`config.mk`:
```
export PLATFORM = sky130hd
export DESIGN_NAME = tone_synth
export DESIGN_NICKNAME = d
export VERILOG_FILES = /design/src/rtl/tone_synth.sv
export SDC_FILE = /design/constraint.sdc
export NUM_CORES = 1
export LEC_CHECK = 0
export BUFFER_PORTS_ARGS = -buffer_cell sky130_fd_sc_hd__buf_2
export CORE_UTILIZATION = 32
export CTS_CLUSTER_DIAMETER = 40
export DETAILED_ROUTE_END_ITERATION = 12
export PLACE_DENSITY = 0.5
export SYNTH_ARGS = -nofsm -noshare
export SYNTH_HDL_FRONTEND = slang
export SYNTH_SLANG_ARGS = --single-unit
export TNS_END_PERCENT = 1
```
`constraint.sdc`:
```
create_clock -name CLK -period 10.2 [get_ports CLK]
set_input_delay 2.04 -clock CLK [delete_from_list [all_inputs] [get_ports CLK]]
set_output_delay 2.04 -clock CLK [all_outputs]
set_load 0.01 [all_outputs]
```
`src/rtl/tone_synth.sv`:
```
// Multi-channel square-wave tone generator with per-channel half-period, duty and
// period-boundary note changes. Optional channel-count mixer under TONE_SYNTH_MIX_EN.
module tone_synth #(
  parameter int NUM_CH = 2,
  parameter int CNT_W  = 17,
  parameter int DUTY_W = 4
) (
  input  logic                         CLK,
  input  logic                         RST,
  input  logic [NUM_CH*CNT_W-1:0]      MAXCOUNT,
  input  logic [NUM_CH*DUTY_W-1:0]     DUTY,
  input  logic [NUM_CH-1:0]            LOAD,
  input  logic                         MUTE,
  output logic [NUM_CH-1:0]            SCLK,
  output logic [$clog2(NUM_CH+1)-1:0]  MIX_LVL
);

  localparam int PW    = CNT_W + 1 + DUTY_W;
  localparam int LVL_W = $clog2(NUM_CH + 1);

  logic [NUM_CH-1:0] sclk_next;

  // LOAD[i] is a fire-and-forget strobe: no ready exists, every asserted cycle
  // overwrites the shadow, and the shadow is adopted at the next period boundary.
  for (genvar i = 0; i < NUM_CH; i++) begin : g_ch
    logic [CNT_W-1:0]  p_a;
    logic [CNT_W-1:0]  p_s;
    logic [DUTY_W-1:0] d_s;
    logic              pend;
    logic [CNT_W:0]    h_a;
    logic [CNT_W:0]    cnt;
    logic [CNT_W:0]    last;
    logic [CNT_W:0]    h_new;
    logic [PW-1:0]     prod;
    logic              idle;
    logic              period_end;
    logic              commit;

    assign last       = {p_a, 1'b1};
    assign idle       = (p_a == '0);
    assign period_end = (cnt == last);
    assign commit     = pend && (period_end || idle);

    // Threshold from the shadow values; D = 2^(DUTY_W-1) lands exactly on P+1.
    assign prod  = PW'({1'b0, p_s} + (CNT_W+1)'(1)) * PW'(d_s);
    assign h_new = (CNT_W+1)'(prod >> (DUTY_W - 1));

    assign sclk_next[i] = !MUTE && !idle && (cnt < h_a);

    always_ff @(posedge CLK) begin
      if (RST) begin
        p_a  <= '0;
        p_s  <= '0;
        d_s  <= '0;
        pend <= 1'b0;
        h_a  <= '0;
        cnt  <= '0;
      end else begin
        if (commit) begin
          p_a  <= p_s;
          h_a  <= h_new;
          cnt  <= '0;
          pend <= 1'b0;
        end else if (idle || period_end) begin
          cnt <= '0;
        end else begin
          cnt <= cnt + (CNT_W+1)'(1);
        end
        // A strobe coinciding with a commit is captured after the old shadow was used.
        if (LOAD[i]) begin
          p_s  <= MAXCOUNT[i*CNT_W +: CNT_W];
          d_s  <= DUTY[i*DUTY_W +: DUTY_W];
          pend <= 1'b1;
        end
      end
    end
  end

  always_ff @(posedge CLK) begin
    if (RST) begin
      SCLK <= '0;
    end else begin
      SCLK <= sclk_next;
    end
  end

`ifdef TONE_SYNTH_MIX_EN
  logic [LVL_W-1:0] lvl_next;

  always_comb begin
    lvl_next = '0;
    for (int k = 0; k < NUM_CH; k++) begin
      lvl_next = lvl_next + LVL_W'(SCLK[k]);
    end
  end

  always_ff @(posedge CLK) begin
    if (RST) begin
      MIX_LVL <= '0;
    end else begin
      MIX_LVL <= lvl_next;
    end
  end
`else
  assign MIX_LVL = '0;
`endif

endmodule

```
# Yosys cells after proc, flatten, opt, wreduce, memory -nomap -nowiden
# Cells that the tools add are included.
# word_totals
register_bits	152
input_bits	47
output_inout_bits	4
# classes
add_sub_neg	4
n_mul	2
order_cmp	2
n_eq_ne	2
mux	4
n_reduce_logical	17
# op_table
operator	n
multiplier 18 x 4 -> 21 bit	2
adder 17 x 1 -> 18 bit (second input constant)	2
adder 18 x 1 -> 18 bit (second input constant)	2
== test 18 bit	2
less-than comparator 18 bit	2
logical NOT 17 bit	2
logical AND 1 bit	6
OR reduction 3 bit	2
two-way mux 1 bit	4
nonzero test 2 bit	2
logical NOT 1 bit	3
logical OR 1 bit	2

# Longest topological paths before layout
# Gate-level depths: netlist of the first run.
# logic_depth
word_depth	5
ltp_mapped	20
depth_no_buf	18

# Least setup slack after synthesis of the first run
# Ideal clock, no wire load.
# synth_timing
kind	reg-to-reg
startpoint	reg g_ch[0].p_s[2]
endpoint	reg g_ch[0].h_a[15]
setup_ns	0.121
arrival_ns	3.894
path_slack_ns	6.185
stages_incl_launch_ff	19
path_cell_list	dfxtp_1 -> and4_1 -> and2_1 -> nand3_2 -> nor2_1 -> xnor2_1 -> nor2b_1 -> fa_1 -> inv_1 -> fa_1 -> inv_1 -> ha_1 -> a21oi_1 -> o21a_1 -> o21ai_0 -> a21o_1 -> a221oi_1 -> xor2_1 -> o21ai_1
# synth_between
elab_chain_len	2
# synth_rtl
item	line	rtl
start: declaration	27	logic [CNT_W-1:0] p_s;
start signal: assignment	71	p_s <= MAXCOUNT[i*CNT_W +: CNT_W];
adder 17 x 1 -> 18 bit	45	assign prod = PW'({1'b0, p_s} + (CNT_W+1)'(1)) * PW'(d_s);
multiplier 18 x 4 -> 21 bit	45	
end signal: assignment	61	h_a <= h_new;
end: declaration	30	logic [CNT_W:0] h_a;
# No other way between the ends.
# A chain may end at the register's enable or synchronous reset.

# Worst setup path after layout of the first run
# layout_timing
startpoint	reg g_ch[0].p_s[3]
endpoint	reg g_ch[0].h_a[14]
# The elaborated chain is that of the path after synthesis.

==> reports/qor.yml, run 1 <==
run_status:
  outcome: "complete, no violations"
yosys:
  avgSynthCellArea_um2: 8.415
  ys_seq_elements: 152
  synth_top_area_frac: 0.2563
  yosys.area.top_type: "dfxtp_1"
  seq_area_frac_synth: 0.2563
  ys_warn_count: 0
  netlist_instances: 1411
  synth_edf_count: 0
  synthFlopType: "dfxtp_1"
  synth_area_um2: 11870
  async_flop_share: 0
  synth_cell_types: 61
  synth.area.top_cells: "dfxtp_1 26%, fa_1 11%, ha_1 8.6%"
drt:
  routed-via-count: 9134
  drt_iter0_drc: 529
  drcViolationCount: 0
  via_per_inst: 4.782
  routed_wl_mm: 28.04
  wl_per_cell_um: 14.68
  drtPass1Iterations: 5
  detail-route-antenna-nets: 0
hold_path:
  min_from: "g_ch[1].h_a[14]"
  holdPathEnd: "g_ch[1].h_a[14]"
  min_path_type: "reg -> reg"
  hold_depth: 2
timing:
  slew_headroom: 0.2429
  fin_tns_setup_ns: 0
  min_period_ns: 4.671
  fin_ws_ns: 5.529
  setup_viol: 0
  drv_slew: 0
  worst_pin_slew_ns: 1.136
  grt_setup_unrepaired: "false"
  fmax_ghz: 0.2141
  hold_viol: 0
  worst_hold_slack_ns: 0.4558
  skew_ns: 0.01231
  period_share: 0.4580
cts:
  cts_made_buffers: 17
  post_cts_buffers: 0
  clkLatencyLatePin_ns: 0.43
  cts_tree: "yes"
  cts.root.buffer_cell: "clkbuf_16"
  cts_sinks: 152
  cts_hold_buf: 0
  cts.htree.levels: 4
  cts.clk_slew.worst_paths_ns: 0.07
  clockBufferDepth: 2
  cts.repair.resized: 0
setup_path:
  end_kind: "flop"
  r2r_cells: 18
  cp_slowest_cell: "fa_1"
  r2r_end: "g_ch[0].h_a[14]"
  critPathMaxFanout: 6
  reg2reg_slack_ns: 5.53
  max_stage_delay_ns: 0.53
  critPathKind: "reg -> reg"
  worstSetupStartpointType: "flop"
  crit_chain: "and4_1 > nand4_1 > inv_1 > nand2_1 > xor2_1 > nor2b_1 > fa_1 > inv_1 > fa_1 > inv_1 > ha_1 > a21oi_1 > nor2_1 > a211oi_1 > o31ai_1 > o21ai_0 > or3b_1 > a21oi_1"
  timing.rr.start: "g_ch[0].p_s[3]"
  cp_data_required_time_ns: 10.56
  crit_arrival_ns: 5.03
  path_common_cell: "inv_1"
die:
  rows: 70
  coreArea_um2: 36520
  die_h_um: 194.6
  die-area_um2: 37880
  ios: 51
  start_util: 0.3251
  die_x_um: 194.6
placed_design:
  place_area_um2: 12470
  dp_hpwl_mm: 21.94
  io_buffers: 48
  dpl_worst_slack_ns: 5.552
  gp_congestion: 0.8392
global_routing:
  grt_usage: 0.1520
  antenna_found_initial: 0
  grt_pass1_wl_mm: 46.36
  grt_pass1_vias: 8764
  grt-ovfl-total: 0
  grt_max_degree: 68
layout:
  num-nets-final: 1622
  syn_to_final_growth_pct: 9.832
  diodes: 0
  fin_area_um2: 13040
  drive_gt1_frac: 0.06588
pwr:
  pwr_density_cell_nw_per_um2: 125.8
  power.leakage_nw: 5.737
  max-vdd-ir-drop_mv: 0.1000
job:
  maxCapViolations: 0
-- critical path, delay by kind of cell (launching register included) --
kind / cells / cell delay (ns)
xor+xnor: 1 / 0.32
fa+ha+maj: 3 / 1.37
flops: 1 / 0.46
simple gates: 6 / 1.15
buf+inv: 3 / 0.27
compound gates: 5 / 1.04
-- cell type report --
| class | count | area (µm²) |
|---|---|---|
| fill | 3801 | 23480 |
| multi-input combinational | 1045 | 7976 |
| sequential | 152 | 3043 |
| inverter | 164 | 615.6 |
| tap | 468 | 585.6 |
| clock buffer | 18 | 429.2 |
| timing repair buffer | 49 | 250.2 |
| clock inverter | 14 | 141.4 |
-- report_power, final --
part / internal (mW) / total (mW) / leakage (nW) / switching, mW
logic: 0.138 / 0.333 / 4.23 / 0.196
clock network: 0.343 / 0.628 / 0.267 / 0.285
registers: 0.628 / 0.679 / 1.24 / 0.0509
total: 1.11 / 1.64 / 5.74 / 0.532
-- logic make-up (layout without fill, tap and decap cells) --
logic type               Yosys count  count (layout)  share of synthesized area
AND/OR/NAND/NOR                  523             523                     0.2215
XOR/XNOR                         126             126                    0.09294
multiplexers                      91              91                    0.07682
AO/OA/AOI/OAI                    157             157                    0.08535
flip-flops                       152             152                     0.2563
other                              1               2                  0.0003158
buffers and inverters            215             245                    0.07250
adder cells (fa/ha/maj)          146             146                     0.1943
-- Yosys cell counts, types with 11 or more instances --
cell / instances
nor2_1: 168
inv_1: 164
dfxtp_1: 152
mux2i_1: 90
nand2_1: 86
ha_1: 82
nor2b_1: 73
xor2_1: 70
fa_1: 64
xnor2_1: 56
a21oi_1: 49
nand3_1: 39
clkbuf_1: 30
o21ai_0: 30
and2_1: 28
nand4_1: 28
nand2b_1: 23
a21o_1: 18
nor3_1: 17
and3_1: 14
a211oi_1: 13
nor4_1: 13
nand3b_1: 11
-- registers in the layout, indices dropped and copies added, names as in the netlist --
name	cells
SCLK	2
g_ch.cnt	36
g_ch.d_s	8
g_ch.h_a	36
g_ch.p_a	34
g_ch.p_s	34
g_ch.pend	2
-- cells in the final DEF, fill, tap and decap left out, types with 6 or more instances in the layout --
cell type	n
a2111oi_0	7
a211oi_1	13
a21o_1	18
a21oi_1	49
and2_1	28
and3_1	14
buf_2	47
clkbuf_16	17
dfxtp_1	152
fa_1	64
ha_1	82
inv_1	164
inv_6	6
mux2i_1	90
nand2_1	86
nand2b_1	22
nand3_1	39
nand3b_1	11
nand4_1	28
nor2_1	168
nor2b_1	73
nor3_1	17
nor4_1	13
o21ai_0	30
o21ai_1	8
or2b_1	7
xnor2_1	56
xor2_1	70
-- routing by layer --
| metal | GRT usage | up-vias | wire length [µm] |
|---|---|---|---|
| met5 | 0 | - | 0 |
| met4 | 0.03998 | 0 | 331 |
| met3 | 0.01995 | 23 | 732 |
| met2 | 0.2274 | 108 | 11960 |
| met1 | 0.2268 | 4313 | 15020 |
| li1 | - | 4690 | - |
-- worst max-delay path by stage --
stage	startpoint	endpoint	depth (start not counted)
finish	g_ch[0].p_s[3]	g_ch[0].h_a[14]	18
floorplan	g_ch[0].p_s[2]	g_ch[0].h_a[15]	18
CTS	g_ch[0].p_s[2]	g_ch[0].h_a[14]	18
global placement	g_ch[0].p_s[3]	g_ch[0].h_a[14]	18
global route	g_ch[0].p_s[3]	g_ch[0].h_a[14]	18
detailed placement	g_ch[0].p_s[2]	g_ch[0].h_a[14]	18
-- through the flow --
step / std cells / power [mW] / util
after floorplan: 1412 / 0.9468 / -
after global placement: 1878 / 1.027 / 0.3415
after detailed placement: 1878 / 1.029 / 0.3415
after CTS: 1910 / 1.667 / 0.3571
after global routing: 1910 / 1.731 / 0.3571
final: 1910 / 1.640 / 0.3571
(Power assumes the default switching activity.)
==> inputs of run 2 (changes only) <==
--- a/config.mk
+++ b/config.mk
@@ -5,11 +5,12 @@
 export SDC_FILE = /design/constraint.sdc
 export NUM_CORES = 1
 export LEC_CHECK = 0
+export ABC_AREA = 1
 export BUFFER_PORTS_ARGS = -buffer_cell sky130_fd_sc_hd__buf_2
 export CORE_UTILIZATION = 32
 export CTS_CLUSTER_DIAMETER = 40
 export DETAILED_ROUTE_END_ITERATION = 12
-export PLACE_DENSITY = 0.5
+export PLACE_DENSITY = 0.51
 export SYNTH_ARGS = -nofsm -noshare
 export SYNTH_HDL_FRONTEND = slang
 export SYNTH_SLANG_ARGS = --single-unit
==> constraint.sdc (replaced) <==
create_clock -name CLK -period 3.8 [get_ports CLK]
set_input_delay 0.76 -clock CLK [delete_from_list [all_inputs] [get_ports CLK]]
set_output_delay 0.76 -clock CLK [all_outputs]
set_load 0.01 [all_outputs]
==> run 2 against run 1 <==
- critical endpoint is now g_ch[0].h_a[16]
- highest routed layer unchanged
- critical path depth rose by 5
- clock skew up 0.00076 ns
- cell count up 40%
- global-route usage up 4.6 points
- final area is 22% higher
- count of clock-buffer cells in the layout grew 2
- the run now ends with setup timing left
- setup slack worse by 5.6 ns
==> reports/qor.yml, run 2 <==
yosys:
  avgSynthCellArea_um2: 6.453  # was 8.415 µm²
  yosysMostFrequentCell: "nand2_1"  # was nor2_1
  yosys.area.top_type: "dfxtp_1"  # unchanged
  ys_warn_count: 0  # unchanged
  synth_compound_area_frac: 0.09010  # was 0.08535
  netlist_instances: 1982  # was 1411
  ys_seq_elements: 152  # unchanged
  synth_top_family_by_area: "simple AND/OR/NAND/NOR gates"  # unchanged
  seq_area_frac_synth: 0.2379  # was 0.2563
  ys_top_cells_by_count: "455 x nand2_1, 344 x inv_1, 306 x nor2_1, 152 x dfxtp_1, 135 x a21oi_1"  # was 168 x nor2_1, 164 x inv_1, 152 x dfxtp_1, 90 x mux2i_1, 86 x nand2_1
  synth_edf_count: 0  # unchanged
  synth-simple-area-share: 0.3264  # was 0.2215
  synth_cell_types: 39  # was 61
  async_flop_share: 0  # unchanged
  synth.area.top_cells: "dfxtp_1 24%, nand2_1 13%, inv_1 10%"  # was dfxtp_1 26%, fa_1 11%, ha_1 8.6%
  synth_top_area_frac: 0.2379  # was 0.2563
  synth_mux_area_frac: 0  # was 0.07682
  synthXorXnorAreaFrac: 0.04040  # was 0.09294
  synth-adder-area-share: 0.1804  # was 0.1943
  synth_area_um2: 12790  # was 11870 µm²
  synthFlopType: "dfxtp_1"  # unchanged
placed_design:
  gp_congestion: 0.9251  # was 0.8392
  place_inst: 2638  # was 1878
  io_buffers: 48  # unchanged
  dp_hpwl_mm: 31.01  # was 21.94 mm
layout:
  diodes: 0  # unchanged
  fin_util: 0.4094  # was 0.3571
  reg.largest.list: "g_ch.cnt: 36 flops, g_ch.h_a: 36 flops"  # unchanged
  syn_to_final_growth_pct: 24.86  # was 9.832%
  layout_commonest_cell: "nand2_1"  # was nor2_1
  final_cell_mix: "437 x nand2_1, 338 x inv_1, 280 x nor2_1"  # was 168 x nor2_1, 164 x inv_1, 152 x dfxtp_1
  drive_gt1_frac: 0.1854  # was 0.06588
  n_fill_cell: 4176  # was 3801
  num-nets-final: 2343  # was 1622
  finalNonFillerCells: 2681  # was 1910
drt:
  drt_iter0_drc: 627  # was 529
  drcViolationCount: 0  # unchanged
  wl_per_cell_um: 14.63  # was 14.68 µm
  routed-via-count: 12530  # was 9134
  detail-route-antenna-nets: 0  # unchanged
  routed_wl_mm: 39.23  # was 28.04 mm
  drtPass1Iterations: 5  # unchanged
  via_per_inst: 4.674  # was 4.782
cts:
  cts_made_buffers: 17  # unchanged
  cts.root.buffer_cell: "clkbuf_16"  # unchanged
  cts.clk_slew.worst_paths_ns: 0.07  # about the same
  clockBufferDepth: 2  # unchanged
  cts.htree.levels: 4  # unchanged
  cts_sinks: 152  # unchanged
  cts_tree: "yes"  # unchanged
  cts_hold_buf: 0  # unchanged
  clkLatencyLatePin_ns: 0.45  # was 0.43 ns
die:
  start_util: 0.3279  # was 0.3251
  die-area_um2: 40770  # was 37880 µm²
  die_x_um: 201.9  # was 194.6 µm
  die_h_um: 201.9  # was 194.6 µm
  coreArea_um2: 39010  # was 36520 µm²
  ios: 51  # unchanged
  rows: 72  # was 70
timing:
  setup_viol: 4  # was 0
  skew_ns: 0.01307  # was 0.01231 ns
  drv_slew: 0  # unchanged
  hold_viol: 0  # unchanged
  worst_pin_slew_ns: 1.045  # was 1.136 ns
  fmax_ghz: 0.2587  # was 0.2141 GHz
  fin_tns_setup_ns: -0.07948  # was 0 ns
  fin_ws_ns: -0.06609  # was 5.529 ns
  slew_headroom: 0.3024  # was 0.2429
  period_share: 1.017  # was 0.4580
  grt_setup_unrepaired: "true"  # was false
  min_period_ns: 3.866  # was 4.671 ns
run_status:
  outcome: "complete, but fails checks"  # was complete, no violations
  violations: "setup timing"
global_routing:
  grt_pass1_wl_mm: 64.04  # was 46.36 mm
  antenna_found_initial: 0  # unchanged
  grt_pass1_vias: 12644  # was 8764
  grt_usage: 0.1982  # was 0.1520
  grt_max_degree: 63  # was 68
  grt-ovfl-total: 0  # unchanged
setup_path:
  cp_slowest_cell: "fa_1"  # unchanged
  worstSetupStartpointType: "flop"  # unchanged
  path_common_cell: "nor2_1"  # was inv_1
  crit_chain: "ha_4 > nand2_2 > inv_2 > nand3_2 > nor2_4 > nand3_4 > nor2_1 > nor2_1 > nor2_2 > nor2_2 > fa_1 > inv_1 > fa_1 > inv_2 > ha_4 > buf_4 > nand4_1 > nor2_4 > nand3_2 > nand4_1 > nand2_1 > nor2_1 > nor2_1"  # was and4_1 > nand4_1 > inv_1 > nand2_1 > xor2_1 > nor2b_1 > fa_1 > inv_1 > fa_1 > inv_1 > ha_1 > a21oi_1 > nor2_1 > a211oi_1 > o31ai_1 > o21ai_0 > or3b_1 > a21oi_1
  critPathMaxFanout: 4  # was 6
  end_kind: "flop"  # unchanged
  crit_arrival_ns: 4.21  # was 5.03 ns
  cpLargestDelayFamily: "simple AND/OR/NAND/NOR gates"  # was adder cells
  critPathKind: "reg -> reg"  # unchanged
  max_stage_delay_ns: 0.52  # was 0.53 ns
  cp_data_required_time_ns: 4.15  # was 10.56 ns
  path_buf_inv: 4  # was 3
hold_path:
  min_path_type: "reg -> reg"  # unchanged
pwr:
  max-vdd-ir-drop_mv: 0.3901  # was 0.1000 mV
  power_mw: 7.163  # was 1.640 mW
  power.leakage_nw: 7.517  # was 5.737 nW
  pwr_density_cell_nw_per_um2: 448.5  # was 125.8 nW/µm²
job:
  maxCapViolations: 0  # unchanged
-- run 2: cell count changes after synthesis, sizes merged, moves of 15 or more --
cell,previous run,this run
a21o,18,3
a21oi,49,135
and2,28,3
inv,164,351
mux2i,90,0
nand2,86,458
nand2b,23,0
nand3,40,133
nor2,169,312
nor2b,73,0
o21ai,41,63
xnor2,56,18
xor2,70,41
-- run 2: kinds of logic after synthesis --
family,count (synthesis)
buffers and inverters,410
adder cells (fa/ha/maj),146
AND/OR/NAND/NOR,995
other,1
flip-flops,152
XOR/XNOR,59
AO/OA/AOI/OAI,219
-- run 2: timing repair --
action | 4_1_cts | 5_1_grt
resized for setup | 79 | 80
buffers inserted | 7 | 4
gates cloned | 0 | 0
endpoints found under the setup margin | 24 | 29
pin swaps | 36 | 34
-- run 2: worst reg2reg max path, stage by stage, from the launching register on --
cell and delay, ns:
dfxtp_4 0.37, ha_4 0.14, nand2_2 0.06, inv_2 0.06, nand3_2 0.10, nor2_4 0.13
nand3_4 0.10, nor2_1 0.12, nor2_1 0.06, nor2_2 0.16, nor2_2 0.07, fa_1 0.51
inv_1 0.06, fa_1 0.52, inv_2 0.05, ha_4 0.26, buf_4 0.12, nand4_1 0.22
nor2_4 0.21, nand3_2 0.13, nand4_1 0.12, nand2_1 0.05, nor2_1 0.09, nor2_1 0.05
-- run 2: metrics by stage --
step	hold WS, ns	cell area, µm²	setup slack, ns
global placement	0.4554	14510	-0.3178
finish	0.4649	15970	-0.06609
floorplan	0.4357	12790	0.01916
CTS	0.4676	15540	-0.1255
global route	0.4992	15970	-0.2970
detailed placement	0.4573	14510	-0.3941
-- run 2: report_power, final --
| group | total (mW) | internal, mW | switching [mW] |
|---|---|---|---|
| Sequential | 2.13 | 1.92 | 0.217 |
| Clock | 1.72 | 0.929 | 0.793 |
| Combinational | 3.31 | 1.14 | 2.17 |
-- run 2: cell type report --
class,count,area [µm²],share of cell area
multi-input cells,1421,8952,0.5606
flip-flops and latches,152,3053,0.1912
repair buffers,206,1430,0.08956
inverters,352,1321,0.08274
well taps,518,648.1,0.04059
clock buffers,20,446.7,0.02797
clock inverters,12,117.6,0.007365
-- run 2: routing by layer --
metal	vias to the layer above	share of wire	GRT usage
met5	-	0	0
met4	0	0.028	0.06818
met3	54	0.031	0.02483
met2	195	0.49	0.3526
met1	5816	0.45	0.2448
li1	6465	-	-
-- run 2: final timing paths --
path | startpoint | cells past startpoint | end | slack, ns
max reg2reg | g_ch[0].p_s[1] | 23 | g_ch[0].h_a[16] | -0.07
min | g_ch[1].p_a[2] | 2 | g_ch[1].p_a[2] | 0.46
max | g_ch[0].p_s[1] | 23 | g_ch[0].h_a[16] | -0.07
min reg2reg | g_ch[1].p_a[2] | 2 | g_ch[1].p_a[2] | 0.46
==> inputs of run 3 (changes only) <==
--- a/config.mk
+++ b/config.mk
@@ -10,7 +10,7 @@
 export CORE_UTILIZATION = 32
 export CTS_CLUSTER_DIAMETER = 40
 export DETAILED_ROUTE_END_ITERATION = 12
-export PLACE_DENSITY = 0.51
+export PLACE_DENSITY = 0.5
 export SYNTH_ARGS = -nofsm -noshare
 export SYNTH_HDL_FRONTEND = slang
 export SYNTH_SLANG_ARGS = --single-unit
==> constraint.sdc (replaced) <==
create_clock -name CLK -period 3.7 [get_ports CLK]
set_input_delay 0.74 -clock CLK [delete_from_list [all_inputs] [get_ports CLK]]
set_output_delay 0.74 -clock CLK [all_outputs]
set_load 0.01 [all_outputs]
==> run 3 against run 2 <==
- the run still ends with setup timing left
- critical path depth rose by 5
- via count is 0.98% higher
- first-iteration DRC count decreased by 15%
- sequential power up 3%
- sequential share of layout area is 0.57 points lower
- setup slack got worse by 0.096 ns
- non-clock buffer count grew 30
- power increased by 4.4%
- critical path type unchanged
==> reports/qor.yml, run 3 (synthesized netlist as in run 2, its figures left out) <==
global_routing:
  grt_max_degree: 55  # was 63
  grt_usage: 0.2004  # was 0.1982
  grt-ovfl-total: 0  # unchanged
  antenna_found_initial: 0  # unchanged
  grt_pass1_vias: 12746  # was 12644
  grt_pass1_wl_mm: 64.94  # was 64.04 mm
die:
  die_h_um: 201.9  # unchanged
  rows: 72  # unchanged
  die-area_um2: 40770  # unchanged
  start_util: 0.3279  # unchanged
  ios: 51  # unchanged
  die_x_um: 201.9  # unchanged
  coreArea_um2: 39010  # unchanged
timing:
  min_period_ns: 3.862  # was 3.866 ns
  hold_viol: 0  # unchanged
  grt_setup_unrepaired: "true"  # unchanged
  drv_slew: 0  # unchanged
  period_share: 1.044  # was 1.017
  slew_headroom: 0.2903  # was 0.3024
  setup_viol: 21  # was 4
  fmax_ghz: 0.2589  # was 0.2587 GHz
  fin_ws_ns: -0.1625  # was -0.06609 ns
  skew_ns: 0.01648  # was 0.01307 ns
  worst_pin_slew_ns: 1.063  # was 1.045 ns
setup_path:
  r2r_end: "g_ch[1].h_a[17]"  # was g_ch[0].h_a[16]
  path_common_cell: "nand2_1"  # was nor2_1
  worstSetupStartpointType: "flop"  # unchanged
  critPathMaxFanout: 4  # unchanged
  end_kind: "flop"  # unchanged
  crit_start: "g_ch[1].p_s[1]"  # was g_ch[0].p_s[1]
  cp_data_required_time_ns: 4.09  # was 4.15 ns
  r2r_cells: 28  # was 23
  reg2reg_slack_ns: -0.16  # was -0.07 ns
  crit_arrival_ns: 4.25  # was 4.21 ns
  timing.rr.start: "g_ch[1].p_s[1]"  # was g_ch[0].p_s[1]
  cp_slowest_cell: "fa_1"  # unchanged
  critPathKind: "reg -> reg"  # unchanged
  max_stage_delay_ns: 0.46  # was 0.52 ns
drt:
  met2_length_mm: 20.02  # was 19.32 mm
  routed-via-count: 12653  # was 12530
  drtPass1Iterations: 5  # unchanged
  met3_length_mm: 1.134  # was 1.229 mm
  routed_wl_mm: 39.90  # was 39.23 mm
  top_layer: "met4"  # unchanged
  drt_iter0_drc: 535  # was 627
  via_per_inst: 4.667  # was 4.674
  drcViolationCount: 0  # unchanged
  wl_per_cell_um: 14.72  # was 14.63 µm
  detail-route-antenna-nets: 0  # unchanged
  m1WireLength_mm: 17.86  # was 17.58 mm
placed_design:
  dp_hpwl_mm: 31.56  # was 31.01 mm
  dpl_worst_slack_ns: -0.5041  # was -0.3941 ns
  io_buffers: 48  # unchanged
  place_inst: 2670  # was 2638
  gp_congestion: 0.8724  # was 0.9251
  place_area_um2: 14820  # was 14510 µm²
layout:
  layout_commonest_cell: "nand2_1"  # unchanged
  finalNonFillerCells: 2711  # was 2681
  syn_to_final_growth_pct: 28.91  # was 24.86%
  n_fill_cell: 4118  # was 4176
  fin_area_um2: 16490  # was 15970 µm²
  num-nets-final: 2373  # was 2343
  final_cell_mix: "427 x nand2_1, 330 x inv_1, 269 x nor2_1"  # was 437 x nand2_1, 338 x inv_1, 280 x nor2_1
  regArea_um2: 3058  # was 3053 µm²
  multiInputGateArea_um2: 9179  # was 8952 µm²
  fin_util: 0.4227  # was 0.4094
  diodes: 0  # unchanged
  reg.largest.list: "g_ch.cnt: 36 flops, g_ch.h_a: 36 flops"  # unchanged
  drive_gt1_frac: 0.2180  # was 0.1854
cts:
  cts_tree: "yes"  # unchanged
  cts_hold_buf: 0  # unchanged
  clkLatencyLatePin_ns: 0.45  # about the same
  cts_made_buffers: 17  # unchanged
  cts.root.buffer_cell: "clkbuf_16"  # unchanged
  cts.htree.levels: 4  # unchanged
  clockBufferDepth: 2  # unchanged
  cts.clk_slew.worst_paths_ns: 0.07  # about the same
  cts_sinks: 152  # unchanged
pwr:
  pwr_density_cell_nw_per_um2: 453.5  # was 448.5 nW/µm²
  power.leakage_nw: 7.725  # was 7.517 nW
  power_mw: 7.478  # was 7.163 mW
  max-vdd-ir-drop_mv: 0.3744  # was 0.3901 mV
hold_path:
  min_path_type: "reg -> reg"  # unchanged
  holdPathEnd: "g_ch[1].p_a[2]"  # unchanged
  min_from: "g_ch[1].p_a[2]"  # unchanged
  hold_depth: 2  # unchanged
job:
  maxCapViolations: 0  # unchanged
run_status:
  outcome: "complete, but fails checks"  # unchanged
  violations: "setup timing"  # unchanged
==> run 3: cell count changes in the layout (fill, tap and decap cells not counted), sizes merged <==
cell	delta
clkinv	-4
clkinvlp	+2
buf	+30
inv	+1
bufinv	+1
==> run 3: per-layer routing <==
layer | GRT usage | vias to the layer above
met2 | 0.3623 | 180
met3 | 0.02773 | 48
met4 | 0.05655 | 0
met1 | 0.2458 | 5895
li1 | - | 6530
met5 | 0 | -
==> run 3: worst max-delay path by stage <==
stage / cells past startpoint / endpoint
floorplan: 24 / g_ch[0].h_a[16]
global placement: 24 / g_ch[1].h_a[16]
detailed placement: 20 / g_ch[0].h_a[16]
CTS: 25 / g_ch[1].h_a[14]
global route: 27 / g_ch[1].h_a[15]
finish: 28 / g_ch[1].h_a[17]
==> run 3: area by class of cell <==
class                   instances  share of cell area
multi-input cells            1421              0.5567
flip-flops and latches        152              0.1855
repair buffers                236              0.1026
inverters                     352             0.08029
well taps                     518             0.03931
clock buffers                  20             0.02709
clock inverters                12            0.008500
==> run 3: power by group <==
group | switching [mW] | leakage (nW) | total, mW | internal [mW]
Combinational | 2.27 | 6.20 | 3.45 | 1.19
Clock | 0.805 | 0.278 | 1.83 | 1.02
Sequential | 0.229 | 1.25 | 2.20 | 1.97
Total | 3.30 | 7.73 | 7.48 | 4.18
==> run 3: timing repair <==
action,4_1_cts,5_1_grt
buffers inserted,6,3
setup endpoints to repair,29,31
gates resized for setup,98,127
pin swaps,31,66
==> run 3: critical path: cells and delay by family (launching register included) <==
family | cells | cell delay (ns)
AOI/OAI and AO/OA | 3 | 0.37
adders and majority gates | 4 | 1.25
buffers and inverters | 5 | 0.42
DFF | 1 | 0.35
and+or+nand+nor | 16 | 1.43
==> run 3: stage by stage <==
stage	TNS, ns	hold WS (ns)
global placement	-6.476	0.4533
CTS	-3.049	0.4695
finish	-1.914	0.4660
detailed placement	-8.071	0.4598
floorplan	-0.04099	0.4357
global route	-8.155	0.4920
